$ cat src/rtl/stepper_pkg.sv
// -----------------------------------------------------------------------------
// stepper_pkg
// Shared definitions for the per-axis stepper controller:
//   - DATA_W       : width of the speed/position/count datapath
//   - DEF_*        : default timing constants and soft travel limits
//   - state_e      : controller state encoding
// -----------------------------------------------------------------------------
package stepper_pkg;

  localparam int DATA_W = 32;

  localparam int DEF_PULSE_WIDTH = 100;
  localparam int DEF_DIR_SETUP   = 50;
  localparam int DEF_MIN_PERIOD  = 200;
  localparam int DEF_JOG_PERIOD  = 100000;

  localparam logic signed [DATA_W-1:0] DEF_POS_MIN = -32'sd20000;
  localparam logic signed [DATA_W-1:0] DEF_POS_MAX = 32'sd20000;

  // Prefixed so the names do not collide with the DIR_SETUP timing parameter.
  typedef enum logic [1:0] {
    ST_IDLE,
    ST_DIR_SETUP,
    ST_HIGH,
    ST_LOW
  } state_e;

endpackage

$ cat src/rtl/step_timer.sv
// -----------------------------------------------------------------------------
// step_timer
// Loadable down-counter shared by the DIR_SETUP, HIGH and LOW phases.
// Loading N-1 makes done assert in the N-th cycle after the load edge,
// so a phase that loads N-1 on entry lasts exactly N cycles.
// Ports:
//   clock, reset : system clock, async active-high reset
//   load         : load value on the next edge (overrides counting)
//   value        : value to load
//   done         : counter has reached zero (last cycle of the phase)
// -----------------------------------------------------------------------------
module step_timer
  import stepper_pkg::*;
#(
  parameter int W = DATA_W
) (
  input  logic         clock,
  input  logic         reset,
  input  logic         load,
  input  logic [W-1:0] value,
  output logic         done
);

  logic [W-1:0] count_q;
  logic [W-1:0] count_d;

  // Saturates at zero so an idle timer keeps reporting done.
  always_comb begin
    count_d = count_q;
    if (load) begin
      count_d = value;
    end else if (count_q != '0) begin
      count_d = count_q - W'(1);
    end
  end

  always_ff @(posedge clock or posedge reset) begin
    if (reset) begin
      count_q <= '0;
    end else begin
      count_q <= count_d;
    end
  end

  assign done = (count_q == '0);

endmodule

$ cat src/rtl/stepper_axis_ctrl.sv
// -----------------------------------------------------------------------------
// stepper_axis_ctrl
// Step/direction pulse generator for one stepper axis. Adds DIR setup time,
// a minimum step period, a signed position counter and soft travel limits.
// Ports:
//   clock, reset : system clock, async active-high reset
//   speed        : step period in cycles, 0 = stop
//   dir          : bit 0 = direction, 1 = positive
//   jog_pos/neg  : manual jog buttons (override speed/dir)
//   zero_pos     : synchronous strobe clearing the position counter
//   step_out     : STEP pin (registered)
//   dir_out      : DIR pin (registered)
//   position     : signed step position
//   step_count   : total pulses since reset, wraps
//   at_limit     : last decision was blocked by a soft limit
//   busy         : controller not idle
// -----------------------------------------------------------------------------
module stepper_axis_ctrl
  import stepper_pkg::*;
#(
  parameter int                         PULSE_WIDTH = DEF_PULSE_WIDTH,
  parameter int                         DIR_SETUP   = DEF_DIR_SETUP,
  parameter int                         MIN_PERIOD  = DEF_MIN_PERIOD,
  parameter int                         JOG_PERIOD  = DEF_JOG_PERIOD,
  parameter logic signed [DATA_W-1:0]   POS_MIN     = DEF_POS_MIN,
  parameter logic signed [DATA_W-1:0]   POS_MAX     = DEF_POS_MAX
) (
  input  logic                     clock,
  input  logic                     reset,
  input  logic [DATA_W-1:0]        speed,
  input  logic [DATA_W-1:0]        dir,
  input  logic                     jog_pos,
  input  logic                     jog_neg,
  input  logic                     zero_pos,
  output logic                     step_out,
  output logic                     dir_out,
  output logic signed [DATA_W-1:0] position,
  output logic [DATA_W-1:0]        step_count,
  output logic                     at_limit,
  output logic                     busy
);

  localparam logic [DATA_W-1:0] PW_LOAD    = DATA_W'(PULSE_WIDTH - 1);
  localparam logic [DATA_W-1:0] DS_LOAD    = DATA_W'(DIR_SETUP - 1);
  localparam logic [DATA_W-1:0] PW_PLUS1   = DATA_W'(PULSE_WIDTH + 1);
  localparam logic [DATA_W-1:0] MIN_P      = DATA_W'(MIN_PERIOD);
  localparam logic [DATA_W-1:0] JOG_P      = DATA_W'(JOG_PERIOD);

  state_e                     state_q, state_d;
  logic                       step_out_q, step_out_d;
  logic                       dir_out_q, dir_out_d;
  logic                       at_limit_q, at_limit_d;
  logic [DATA_W-1:0]          period_q, period_d;
  logic                       pdir_q, pdir_d;
  logic signed [DATA_W-1:0]   position_q, position_d;
  logic [DATA_W-1:0]          step_count_q, step_count_d;

  logic [DATA_W-1:0]          req_period_raw;
  logic [DATA_W-1:0]          req_period;
  logic                       req_dir;
  logic                       blocked;
  logic                       decide;
  logic                       enter_high;
  logic                       step_dir;
  logic                       tmr_load;
  logic [DATA_W-1:0]          tmr_value;
  logic                       tmr_done;

  logic                       unused_dir_bits;
  assign unused_dir_bits = ^dir[DATA_W-1:1];

  step_timer #(.W(DATA_W)) u_timer (
    .clock (clock),
    .reset (reset),
    .load  (tmr_load),
    .value (tmr_value),
    .done  (tmr_done)
  );

  // Command source: a single jog button overrides the program registers,
  // both buttons together mean stop. Short periods are clamped up.
  always_comb begin
    req_period_raw = speed;
    req_dir        = dir[0];
    if (jog_pos ^ jog_neg) begin
      req_period_raw = JOG_P;
      req_dir        = jog_pos;
    end else if (jog_pos && jog_neg) begin
      req_period_raw = '0;
    end
    req_period = req_period_raw;
    if ((req_period_raw != '0) && (req_period_raw < MIN_P)) begin
      req_period = MIN_P;
    end
    blocked = (req_dir && (position_q == POS_MAX)) ||
              (!req_dir && (position_q == POS_MIN));
  end

  // Next-state logic. Decisions happen in IDLE and in the last LOW cycle,
  // which keeps rising edges exactly P cycles apart under a steady command.
  always_comb begin
    state_d      = state_q;
    dir_out_d    = dir_out_q;
    at_limit_d   = at_limit_q;
    period_d     = period_q;
    pdir_d       = pdir_q;
    position_d   = position_q;
    step_count_d = step_count_q;
    tmr_load     = 1'b0;
    tmr_value    = '0;
    enter_high   = 1'b0;
    step_dir     = pdir_q;

    decide = (state_q == ST_IDLE) || ((state_q == ST_LOW) && tmr_done);

    case (state_q)
      ST_DIR_SETUP: begin
        if (tmr_done) begin
          state_d    = ST_HIGH;
          tmr_load   = 1'b1;
          tmr_value  = PW_LOAD;
          enter_high = 1'b1;
        end
      end
      ST_HIGH: begin
        if (tmr_done) begin
          state_d   = ST_LOW;
          tmr_load  = 1'b1;
          tmr_value = period_q - PW_PLUS1;
        end
      end
      default: ;
    endcase

    if (decide) begin
      if (req_period == '0) begin
        state_d = ST_IDLE;
      end else if (blocked) begin
        state_d    = ST_IDLE;
        at_limit_d = 1'b1;
      end else begin
        at_limit_d = 1'b0;
        period_d   = req_period;
        pdir_d     = req_dir;
        if (req_dir != dir_out_q) begin
          state_d   = ST_DIR_SETUP;
          dir_out_d = req_dir;
          tmr_load  = 1'b1;
          tmr_value = DS_LOAD;
        end else begin
          state_d    = ST_HIGH;
          tmr_load   = 1'b1;
          tmr_value  = PW_LOAD;
          enter_high = 1'b1;
          step_dir   = req_dir;
        end
      end
    end

    if (enter_high) begin
      position_d   = step_dir ? (position_q + 32'sd1) : (position_q - 32'sd1);
      step_count_d = step_count_q + DATA_W'(1);
    end

    // Zeroing wins over a coincident step increment.
    if (zero_pos) begin
      position_d = '0;
    end

    step_out_d = (state_d == ST_HIGH);
  end

  always_ff @(posedge clock or posedge reset) begin
    if (reset) begin
      state_q      <= ST_IDLE;
      step_out_q   <= 1'b0;
      dir_out_q    <= 1'b0;
      at_limit_q   <= 1'b0;
      period_q     <= '0;
      pdir_q       <= 1'b0;
      position_q   <= '0;
      step_count_q <= '0;
    end else begin
      state_q      <= state_d;
      step_out_q   <= step_out_d;
      dir_out_q    <= dir_out_d;
      at_limit_q   <= at_limit_d;
      period_q     <= period_d;
      pdir_q       <= pdir_d;
      position_q   <= position_d;
      step_count_q <= step_count_d;
    end
  end

  assign step_out   = step_out_q;
  assign dir_out    = dir_out_q;
  assign position   = position_q;
  assign step_count = step_count_q;
  assign at_limit   = at_limit_q;
  assign busy       = (state_q != ST_IDLE);

endmodule

$ cat config.mk
export PLATFORM = sky130hd
export DESIGN_NAME = stepper_axis_ctrl
export DESIGN_NICKNAME = d
export VERILOG_FILES = /design/src/rtl/stepper_pkg.sv /design/src/rtl/step_timer.sv /design/src/rtl/stepper_axis_ctrl.sv
export SDC_FILE = /design/constraint.sdc
export NUM_CORES = 1
export LEC_CHECK = 0
export CAP_MARGIN = 20
export CORE_ASPECT_RATIO = 0.9
export CORE_UTILIZATION = 55
export CTS_CLUSTER_SIZE = 12
export DETAILED_ROUTE_END_ITERATION = 10
export GPL_ROUTABILITY_DRIVEN = 0
export HOLD_SLACK_MARGIN = 0.06
export MAX_ROUTING_LAYER = met4
export PLACE_DENSITY = 0.82
export SLEW_MARGIN = 10
export SYNTH_ARGS = -nofsm -noshare
export SYNTH_HDL_FRONTEND = slang
export SYNTH_SLANG_ARGS = --single-unit
$ cat constraint.sdc
create_clock -name clock -period 6.75 [get_ports clock]
set_clock_uncertainty 0.1 [all_clocks]
set_input_delay 1.35 -clock clock [delete_from_list [all_inputs] [get_ports clock]]
set_output_delay 1.35 -clock clock [all_outputs]
set_load 0.05 [all_outputs]
==> flow_metrics.tcl <==
set metrics [dict create \
    drv_cap 0 \
    cp_cell_sequence "clkdlybuf4s50_1, ha_1, mux2_2, nor4_1, a2bb2oi_1, o211ai_1, mux2i_1, nor2_2, buf_4, ha_1, a21oi_1, o21ai_0, a221oi_1, a2111oi_0, buf_4, o2111ai_1, nand2_1, a21oi_1, nor4_1, a311o_1" \
    grt_pass1_wl_um 36500 \
    htreeDepth 4 \
    cts.repair.resized 0 \
    die_y_um 120.6 \
    cts_tree "built" \
    syn_inst 996 \
    post_drt_wl_per_cell_um 16.56 \
    drive_gt1_share_pct 6.637 \
    initial_core_util_pct 57.39 \
    worstPathMaxFanout 16 \
    die_w_um 133.8 \
    io_buffers 105 \
    ff2ff_path_depth 20 \
    r2r-end "position[30]" \
    grt_setup_unrepaired "no" \
    cp-start-kind "primary input" \
    grt_overflow_total 0 \
    r2r_setup_slack_ns 1.35 \
    fin_crit_sh_pct 91.72 \
    grt_antenna_before_repair 0 \
    post-route-util_pct 70.24 \
    path_delay_family "compound AO/OA/AOI/OAI gates" \
    drt_first_iter_violations 711 \
    yosys.cell_types.count 67 \
    setup_viol 0 \
    worstHoldStart "step_count[15]" \
    synth_common_cells "nand2_1 (142), dfrtp_1 (134), nor2_1 (91), a21oi_1 (90), xnor2_1 (57)" \
    coreArea_mm2 0.01498 \
    postCtsSetupRepairBufs 0 \
    fmax_ghz 0.1615 \
    worst-path-buf-inv 3 \
    synth.cell_area_mm2 0.008594 \
    numCtsBuffers 17 \
    async_flop_share_pct 100.0 \
    yosysTopAreaCellShare_pct 39.02 \
    status "finished, final reports clean" \
    drc 0 \
    syn_avg_cell_area_um2 8.629 \
    critical_path_depth 20 \
    fillers 1204 \
    grt_use_total_pct 29.51 \
    grt_max_degree 79 \
    pwr_density_cell_mw_per_mm2 174.4 \
    ioPinCount 137 \
    slowest_delay_ns 0.48 \
    drt-total-wl_um 21750 \
    cts-root-buf "clkbuf_16" \
    ctsHoldBuffers 0 \
    cp-end-kind "flop" \
    grt_pass1_vias 7312 \
    power_mw 1.835 \
    min_path_type "flop to flop" \
    drt-vias-per-instance 5.941 \
    postRouteAntennaNets 0 \
    dpl_cell_area_mm2 0.009916 \
    dr.pass1.iters 5 \
    ys_seq_area_share_pct 39.02 \
    fin_tns_setup_ns 0 \
    path_clk_slew_ns 0.07 \
    holdPathStages 1 \
    dieArea_mm2 0.01613 \
    fin_area_mm2 0.01052 \
    nets 1212 \
    dp_hpwl_um 15240 \
    drv_slew 0 \
    num_antenna_cells 0 \
    vias 7800 \
    whs_endpoint "step_count[15]" \
    synth_seq_cells 134 \
    required_ns 6.97 \
    hold_viol_final 0 \
    r2r-start "u_timer.count_q[0]" \
    clk_latency_ns 0.43 \
    fin_crit_ns 6.191 \
    crit_type "primary input to flop" \
    cpMaxStageDelayCell "a221oi_1" \
    rows 42 \
    yosys-top-cells-area "dfrtp_1 (39%), nand2_1 (6.2%), ha_1 (5.8%), xnor2_1 (5.8%), xor2_1 (5.4%)" \
    max-clock-path-buffers 2 \
    ys_warn_count 0 \
    synth_edf_count 0 \
    cts_sinks 134 \
    synth.most_common_cell "nand2_1" \
    areaGrowthSynthToFinish_pct 22.41 \
    vdd_ir_drop_max_mv 0.1748 \
    syn_nets 1106 \
    yosysTopAreaCell "dfrtp_1" \
    p_leak_nw 4.713 \
    hold_ws_ns 0.3778 \
    tightestPinTransition_ns 0.7389 \
    crit_arrival_ns 6.41 \
    ys.flop_type "dfrtp_1" \
    relSlewSlack_pct 50.74 \
]
## worst max-delay path by stage
stage                     startpoint            to  slack (ns)
after floorplan              jog_pos  position[31]        0.13
after global placement       jog_pos  position[31]        0.35
after detailed placement     jog_pos  position[26]        0.31
after CTS                    jog_pos  position[26]        0.74
after global routing         jog_pos  position[31]        0.12
final                        jog_pos  position[26]        0.56
## per-layer routing
metal  up-vias  part of all wire, %  GRT usage [%]
met5         -                    0              -
li1       3751                    -              -
met3        44                  6.9          5.828
met1      3698                   47          41.60
met4         0                  1.5          8.594
met2       307                   45          43.01
## sequential cells by signal, summed over array words and instances, names as in the netlist
register	count
at_limit	1
step_count	32
position	32
dir_out	1
pdir_q	1
period_q	32
u_timer.count_q	32
step_out	1
state_q	2
## worst register-to-register path, cell delays in order (launching register included)
cell	delay [ns]
dfrtp_1	0.42
inv_1	0.11
ha_1	0.19
or4b_2	0.63
nor4_4	0.18
a41o_2	0.29
o21a_1	0.24
mux2i_1	0.29
nor2_2	0.09
buf_4	0.21
ha_1	0.43
a21oi_1	0.10
o21ai_0	0.29
a221oi_1	0.18
a2111oi_0	0.44
buf_4	0.20
o2111ai_1	0.12
nand2_1	0.15
a41oi_1	0.17
or4_1	0.42
nand3_1	0.09
## layout make-up
type / count / area, µm² / area share [%]
Multi-Input combinational cell: 793 / 4996 / 47.49
Sequential cell: 134 / 3353 / 31.87
Timing Repair Buffer: 124 / 1194 / 11.35
Clock buffer: 17 / 425.4 / 4.044
Tap cell: 198 / 247.7 / 2.355
Clock inverter: 15 / 178.9 / 1.701
Inverter: 32 / 125.1 / 1.189
## cell usage in the layout, fill, tap and decap left out, types with 6 or more instances in the layout
master and n:
nand4_1 13, nor4b_1 6, buf_4 19, and4_1 6, nand2_1 142, dfrtp_1 134, xor2_1 53, inv_1 31
nor4_1 28, a211oi_1 9, ha_1 40, mux2i_1 9, clkbuf_16 17, clkdlybuf4s50_1 105, xnor2_1 57, o21bai_1 6
or4_1 7, o211ai_1 7, a21oi_1 90, nor3_1 23, o21ai_0 51, a21o_1 14, or3_1 11, nand3_1 28
nor2_1 90, nand2b_1 15
## power by group
group                 switching (mW)  internal (mW)  leakage, nW
sequential     0.0000000000000000157          0.803         1.82
clock                          0.378          0.582        0.286
combinational                 0.0431         0.0283         2.61
## metrics by stage
stage / cells / worst slack [ns]
floorplan: 996 / 0.1321
global placement: 1281 / 0.3479
detailed placement: 1281 / 0.3084
CTS: 1313 / 0.7350
global route: 1313 / 0.1224
finish: 1313 / 0.5588
## logic make-up after synthesis
| group | after synthesis | share of synthesized area [%] |
|---|---|---|
| simple gates | 404 | 23.15 |
| mux | 13 | 1.572 |
| xor+xnor | 110 | 11.21 |
| fa+ha+maj | 41 | 6.056 |
| buf+inv | 69 | 3.057 |
| flops | 134 | 39.02 |
| compound gates | 225 | 15.94 |
Power figures use the tool's default switching activity.
